--- config.mk ---
export PLATFORM = sky130hd
export DESIGN_NAME = cam_capture_ctrl
export DESIGN_NICKNAME = d
export VERILOG_FILES = /design/src/rtl/cam_capture_ctrl.sv
export SDC_FILE = /design/constraint.sdc
export NUM_CORES = 1
export LEC_CHECK = 0
export BUFFER_PORTS_ARGS = -buffer_cell sky130_fd_sc_hd__buf_4
export CAP_MARGIN = 25
export CORE_MARGIN = 2
export CORE_UTILIZATION = 60
export DETAILED_ROUTE_END_ITERATION = 8
export GPL_TIMING_DRIVEN = 0
export PLACE_DENSITY = 0.85
export SETUP_SLACK_MARGIN = 0.05
export SLEW_MARGIN = 20
export SYNTH_ARGS = -nofsm -noshare
export SYNTH_HDL_FRONTEND = slang
export SYNTH_SLANG_ARGS = --single-unit
export TNS_END_PERCENT = 30
--- constraint.sdc ---
create_clock -name pclk -period 8.7 [get_ports pclk]
set_clock_uncertainty 0.2 [all_clocks]
set_input_delay 1.305 -clock pclk [delete_from_list [all_inputs] [get_ports pclk]]
set_output_delay 1.305 -clock pclk [all_outputs]
set_load 0.05 [all_outputs]
--- src/rtl/cam_capture_ctrl.sv ---
// cam_capture_ctrl: camera frame capture sequencer packing 8-bit pixels into a 32-bit valid/ready stream.
module cam_capture_ctrl #(
    parameter int CNT_W = 12,
    parameter int FRM_W = 8
) (
    input  logic             pclk,
    input  logic             resetn,
    input  logic             cam_hsync,
    input  logic             cam_vsync,
    input  logic [7:0]       cam_pixels,
    input  logic             cfg_start,
    input  logic             cfg_stop,
    input  logic [FRM_W-1:0] cfg_frames,
    input  logic [CNT_W-1:0] cfg_cols,
    input  logic [CNT_W-1:0] cfg_rows,
    input  logic             cfg_phase,
    input  logic             err_clr,
    output logic [31:0]      out_data,
    output logic             out_valid,
    input  logic             out_ready,
    output logic             out_sof,
    output logic             out_eol,
    output logic             busy,
    output logic             frame_done,
    output logic [FRM_W-1:0] frames_captured,
    output logic             err_overflow,
    output logic             err_geom
);
    typedef enum logic [2:0] {IDLE, WAIT_LOW, WAIT_SOF, ACTIVE, FRAME_END} state_t;
    state_t state, state_nx;
    logic hs_q, hs_d, vs_q, vs_d, tog, sof_pend, stop_pend;
    logic [7:0] px_q;
    logic [CNT_W-1:0] col, rows;
    logic [31:0] pack;
    always_ff @(posedge pclk) begin
        if (!resetn) begin
            {hs_q, hs_d, vs_q, vs_d} <= '0;
            px_q <= '0;
        end else begin
            hs_q <= cam_hsync;
            hs_d <= hs_q;
            vs_q <= cam_vsync;
            vs_d <= vs_q;
            px_q <= cam_pixels;
        end
    end
    logic hs_rise, hs_fall, vs_rise, vs_fall, act, frm_last;
    assign hs_rise  = hs_q & ~hs_d;
    assign hs_fall  = ~hs_q & hs_d;
    assign vs_rise  = vs_q & ~vs_d;
    assign vs_fall  = ~vs_q & vs_d;
    assign act      = state == ACTIVE;
    assign frm_last = stop_pend || (cfg_frames != '0 && frames_captured + FRM_W'(1) == cfg_frames);
    always_ff @(posedge pclk) begin
        if (!resetn) state <= IDLE;
        else state <= state_nx;
    end
    always_comb begin
        state_nx = state;
        case (state)
            IDLE:      state_nx = cfg_start ? WAIT_LOW : IDLE;
            WAIT_LOW:  state_nx = cfg_stop ? IDLE : !vs_q ? WAIT_SOF : WAIT_LOW;
            WAIT_SOF:  state_nx = cfg_stop ? IDLE : vs_rise ? ACTIVE : WAIT_SOF;
            ACTIVE:    state_nx = vs_fall ? FRAME_END : ACTIVE;
            FRAME_END: state_nx = frm_last ? IDLE : WAIT_SOF;
            default:   state_nx = IDLE;
        endcase
    end
    always_comb begin
        busy       = state != IDLE;
        frame_done = state == FRAME_END;
    end
    // The hsync-rise cycle is slot 0 of column 0, so counters restart combinationally.
    logic tog_e, sample, word_done, flush, eol_tag, load, keep;
    logic [CNT_W-1:0] col_e, col_nx;
    logic [31:0] pack_w, load_data;
    assign tog_e     = hs_rise ? 1'b0 : tog;
    assign col_e     = hs_rise ? '0 : col;
    assign col_nx    = col_e + CNT_W'(1);
    assign sample    = act && hs_q && tog_e == cfg_phase && col_e < cfg_cols;
    assign word_done = sample && col_e[1:0] == 2'd3;
    assign flush     = act && hs_fall && col[1:0] != 2'd0;
    assign eol_tag   = act && hs_fall && col[1:0] == 2'd0 && col != '0;
    assign load      = word_done || flush;
    assign keep      = out_valid && !out_ready;
    assign load_data = flush ? pack : pack_w;
    always_comb begin
        pack_w = pack;
        pack_w[8*col_e[1:0] +: 8] = px_q;
    end
    always_ff @(posedge pclk) begin
        if (!resetn) begin
            {tog, sof_pend, stop_pend, out_valid, out_sof, out_eol, err_overflow, err_geom} <= '0;
            {col, rows, pack, out_data, frames_captured} <= '0;
        end else begin
            if (act && hs_q) begin
                tog <= ~tog_e;
                col <= sample ? col_nx : col_e;
            end
            if (load || state == WAIT_SOF) pack <= '0;
            else if (sample) pack <= pack_w;
            if (state == WAIT_SOF && vs_rise) rows <= '0;
            else if (act && hs_rise && !(&rows)) rows <= rows + CNT_W'(1);
            if (state == WAIT_SOF && vs_rise) sof_pend <= 1'b1;
            else if (load) sof_pend <= 1'b0;
            stop_pend <= act && (stop_pend || cfg_stop);
            if (state == IDLE && cfg_start) frames_captured <= '0;
            else if (frame_done) frames_captured <= frames_captured + FRM_W'(1);
            if (load && !keep) begin
                out_data  <= load_data;
                out_valid <= 1'b1;
                out_sof   <= sof_pend;
                out_eol   <= flush || col_nx == cfg_cols;
            end else if (out_valid && out_ready) begin
                {out_valid, out_sof, out_eol} <= '0;
            end else if (eol_tag && keep) begin
                out_eol <= 1'b1;
            end
            err_overflow <= (load && keep) || (err_overflow && !err_clr);
            err_geom     <= (act && hs_fall && col != cfg_cols) || (frame_done && rows != cfg_rows)
                            || (err_geom && !err_clr);
        end
    end
endmodule

## Word level (Yosys, flattened, before mapping)

Index checks and enable logic that the tools add are counted.

| word-level totals | value |
|---|---|
| word-level logic and storage cells | 115 |
| input port bits | 49 |
| memories | 0 |
| bits in latches | 0 |
| RAM bits | 0 |
| ROM bits | 0 |
| register bits after elaboration | 119 |

| operators by class | value |
|---|---|
| bitwise logic cells | 10 |
| multipliers | 0 |
| divide/modulo/power cells | 0 |
| muxes and demuxes | 21 |
| shift operators | 2 |
| equal/unequal tests | 10 |
| reduce and logical (&&, ||, !) cells | 48 |
| $add $sub $neg | 4 |
| order comparisons | 1 |

Operators by type and width:

| operator | count |
|---|---|
| $neg A5 Y34 | 1 |
| $shift A8 B34 Y32 const A | 1 |
| $shiftx A8 B34 Y32 | 1 |
| $bwmux W32 | 1 |
| $mux W32 | 1 |
| $add A12 B1 Y12 const B | 2 |
| $mux W12 | 2 |
| $ne A12 B12 Y1 | 2 |
| $logic_and A1 B1 Y1 | 23 |
| $pmux W3 S5 | 1 |
| $eq A12 B12 Y1 | 1 |
| $lt A12 B12 Y1 | 1 |
| $reduce_and A12 Y1 | 1 |
| $reduce_bool A12 Y1 | 1 |
| $mux W1 | 11 |
| $add A8 B1 Y8 const B | 1 |
| $eq A8 B8 Y1 | 1 |
| $logic_or A1 B1 Y1 | 8 |
| $mux W2 | 4 |
| $reduce_bool A8 Y1 | 1 |
| $eq A3 B2 Y1 const B | 2 |
| $not A1 Y1 | 6 |
| $reduce_bool A2 Y1 | 3 |
| $reduce_bool A3 Y1 | 2 |
| 10 further kinds | 18 |

## Depth between registers and ports, before layout

| logic depth | value |
|---|---|
| word-level depth | 10 |
| gate-level depth with buffers | 15 |
| mapped depth without buffers | 11 |

## Worst setup path after synthesis

No wires, ideal clock.

| path | value |
|---|---|
| path type | in2reg |
| from | in cfg_cols[1] |
| to | reg pack[10] |
| path buffers | 1 |
| cell stages on the path | 10 |
| library setup time | 0.066 ns |
| required time | 8.434 ns |
| setup slack | 5.334 ns |
| arrival time | 3.100 ns |
| path through | inv_1 ha_1 nor2b_1 o211ai_1 a2111oi_4 o21ba_4 nor2_4 a211o_1 buf_6 a21oi_2 |

| between the ends | value |
|---|---|
| word-level cells in the longest chain between the ends | 6 |

RTL lines:

| element | line | source |
|---|---|---|
| start, declared | 14 | `input logic [CNT_W-1:0] cfg_cols,` |
| $lt A12 B12 Y1 (*) | 80 | `assign sample = act && hs_q && tog_e == cfg_phase && col_e < cfg_cols;` |
| $logic_and A1 B1 Y1 (*) | 80 |  |
| $logic_and A1 B1 Y1 | 81 | `assign word_done = sample && col_e[1:0] == 2'd3;` |
| $logic_or A1 B1 Y1 | 84 | `assign load = word_done \|\| flush;` |
| $logic_or A1 B1 Y1 | 100 | `if (load \|\| state == WAIT_SOF) pack <= '0;` |
| $reduce_or A2 Y1 (no source line) | -- |  |
| end signal, assigned | 101 | `else if (sample) pack <= pack_w;` |
| end, declared | 34 | `logic [31:0] pack;` |

Every way passes the cells marked *; elsewhere a longest branch is shown, timed or not.
A chain may end at the register's enable or synchronous reset.

## Final worst setup path

| path | value |
|---|---|
| from | reg hs_d |
| to | reg col[7] |

| between the ends | value |
|---|---|
| word-level cells in the longest chain between the ends | 7 |
| elaborated cells between the ends (all ways) | 10 |

RTL lines:

| element | line | source |
|---|---|---|
| start, declared | 31 | `logic hs_q, hs_d, vs_q, vs_d, tog, sof_pend, stop_pend;` |
| start signal, assigned | 41 | `hs_d <= hs_q;` |
| $not A1 Y1 (*) | 48 | `assign hs_rise = hs_q & ~hs_d;` |
| $and A1 B1 Y1 (*) | 48 |  |
| branches (longest 4 deep; another with $lt A12 B12 Y1) | -- |  |
| $mux W12 (*) | 98 | `col <= sample ? col_nx : col_e;` |
| end signal, assigned | 98 |  |
| end, declared | 33 | `logic [CNT_W-1:0] col, rows;` |

Mark *: on every way between the ends.

==> flow_summary_export.csv <==
group,metric,value,unit
status,status,"finished, final reports clean",
die,start_util,61.7,%
logic_synthesis,synth_edf_count,0,
finish,fin_cells,1024,
sta,hold_viol,0,
die,die_area,0.0114,mm^2
die,fp.dieH,107,um
pwr,power_density,170,mW/mm^2
clock_network,hold_buffers,0,
pwr,p_clk_share,52.2,%
logic_synthesis,yosysMostFrequentCell,"dfxtp_1",
worst_hold_path,hold_path_depth,2,
critical_path,worstSetupPathType,"reg -> reg",
grt,antenna_found_initial,0,
sta,maxClockFrequency,247,MHz
sta,grt_setup_unrepaired,"false",
logic_synthesis,ys_async_sr_fraction,0,%
place,placed_cells,992,
logic_synthesis,yosys-top-cells-area,"dfxtp_1 (38%), xnor2_1 (6.8%), nor2_1 (6.3%)",
logic_synthesis,ys_ff_latch,119,
critical_path,cp.required,8.98,ns
clock_network,post-cts-setup-buffer-count,0,
critical_path,r2r_cells,14,
pwr,leakagePower,0.00300,uW
logic_synthesis,netlist_area,0.00634,mm^2
critical_path,end_kind,"flop",
clock_network,cts_buffers,17,
detailed_routing,vias,6236,
clock_network,ctsHtreeMaxLevel,4,
worst_hold_path,hold_class,"reg -> reg",
place,portBuffers,95,
pwr,power,1320,uW
logic_synthesis,syn_inst,761,
sta,setup_ws,4.65,ns
clock_network,path_clk_slew,0.06,ns
finish,nets,942,
critical_path,r2r_setup_slack,4.65,ns
sta,setup_violations,0,
detailed_routing,drt_wl_total,18700,um
clock_network,cts_resized,0,
detailed_routing,routedWlPerCell,18.2,um
grt,grt_pass1_wl,29700,um
die,core,0.0103,mm^2
clock_network,cts_tree,"done",
logic_synthesis,syn_avg_cell_area,8.33,um^2
grt,grt_max_degree,17,
detailed_routing,drtIter0Drc,584,
logic_synthesis,ys_warn_count,0,
logic_synthesis,synth_fp_nets,828,
place,post-dp-hpwl,13000,um
logic_synthesis,synth_top_area_share,37.6,%
detailed_routing,antenna_left,0,
finish,antennaDiodeCount,0,
critical_path,cp-start-kind,"flop",
die,die_x,107,um
place,gp_congestion,0.926,
logic_synthesis,ys_seq_area_share,37.6,%
clock_network,cts.path.max_buffers,2,
grt,grt_overflow,0,
finish,multi_input_area,0.00359,mm^2
logic_synthesis,ys.flop_type,"dfxtp_1",
sta,period_minus_slack,4.05,ns
pwr,p_switching,316,uW
detailed_routing,vias_per_cell,6.09,
pwr,peakVddDrop,0.137,mV
logic_synthesis,ys_types,66,
detailed_routing,drc,0,
sta,maxSlewViolCount,0,
pwr,pwr-share-seq,41.6,%
finish,drive_gt1_share,18.6,%
critical_path,worstPathMaxFanout,10,
grt,grt_pass1_vias,6120,
clock_network,root_buffer,"clkbuf_8",
finish,register_area,0.00238,mm^2
die,num_rows,37,
sta,worst_pin_slew,0.648,ns
finish,fillers,756,
sta,slew_headroom,56.7,%
grt,grt_usage,33.0,%
logic_synthesis,yosys-top-cells-count,"dfxtp_1 (119), nor2_1 (107), nand2_1 (49), xnor2_1 (49), a22oi_1 (43)",
pwr,swShare,23.9,%
pwr,pwr-share-comb,6.2,%
sta,min_period_over_period,46.6,%
clock_network,cts.sink_count,119,
sta,final.setup.tns,0,ns
logic_synthesis,yosys.area.top_type,"dfxtp_1",
place,dpl_worst_slack,4.76,ns
die,pin_count,96,
detailed_routing,dr.pass1.iters,7,
job,cap_violations,0,
finish,syn2layout_area_growth,23.2,%
clock_network,clk_latency,0.54,ns
critical_path,cp.arrival,4.34,ns
pwr,p_int,1010,uW
## power groups by stage
stage	clock network [uW]	logic [uW]	registers (uW)
after floorplan	0	43.6	562
after global placement	0	76.8	563
after detailed placement	0	79.0	563
after CTS	687	80.5	551
after global routing	715	87.6	551
final	692	81.5	551
## routing by layer
| layer | global-route usage, % | vias to the layer above | share of wire [%] |
|---|---|---|---|
| met5 | 0 | - | 0 |
| met4 | 16.7 | 0 | 3.6 |
| met3 | 7.23 | 73 | 7.0 |
| met2 | 57.4 | 303 | 50 |
| met1 | 38.2 | 2924 | 40 |
| li1 | - | 2936 | - |
## sequential cells by signal, summed over array words and instances, names as in the netlist, 3 cells and up
| name | count |
|---|---|
| pack | 32 |
| state | 3 |
| out_data | 32 |
| rows | 12 |
| frames_captured | 8 |
| px_q | 8 |
| col | 12 |
## path summary, 6_finish.rpt
check / start / end
min: pack[9] / pack[9]
max reg2reg: hs_d / col[7]
max: hs_d / col[7]
min reg2reg: pack[9] / pack[9]
## layout make-up
| class | instances | area share [%] |
|---|---|---|
| plain buffers | 53 | 3.33 |
| clock buffers | 19 | 5.66 |
| clock inverters | 13 | 1.84 |
| inverters | 28 | 1.35 |
| multi-input cells | 561 | 46.0 |
| flip-flops and latches | 119 | 30.5 |
| well taps | 136 | 2.18 |
| repair buffers | 95 | 9.13 |
## metrics by stage
stage	hold slack (ns)	util, %	cell area (um^2)
2_1_floorplan	0.232	-	6340
3_3_place_gp	0.244	70.3	7220
3_5_place_dp	0.248	70.3	7220
4_1_cts	0.259	76.0	7810
5_1_grt	0.287	76.0	7810
6_report	0.261	76.0	7810
## placed cells by master (no fill, tap or decap), drive strengths merged, types with 16 or more instances in the layout
master	n
buf	124
dfxtp	119
nor2	108
nand2	50
xnor2	49
a22oi	43
clkbuf	43
a211oi	31
inv	30
a21oi	27
nand3	25
nor3	23
o21ai	22
and2	20
xor2	18
ha	18
nand4	16
## worst max-delay path, cell delays in order, from the launching register on
cell and delay [ns]:
dfxtp_1 0.34, nand2b_1 0.10, buf_4 0.18, clkbuf_1 0.42, nand2_1 0.24, inv_1 0.26
ha_1 0.28, nor2b_1 0.13, o211ai_1 0.25, a2111oi_4 0.13, o21bai_1 0.39, buf_4 0.28
nand2_2 0.14, nor4_1 0.41, o221a_2 0.24
## kinds of logic after synthesis
group           share of synthesized area (%)
fa+ha+maj                                3.55
simple gates                             22.7
mux                                      1.26
xor+xnor                                 9.26
flops                                    37.6
compound gates                           19.9
buf+inv                                  5.76
Power figures use the tool's default switching activity.
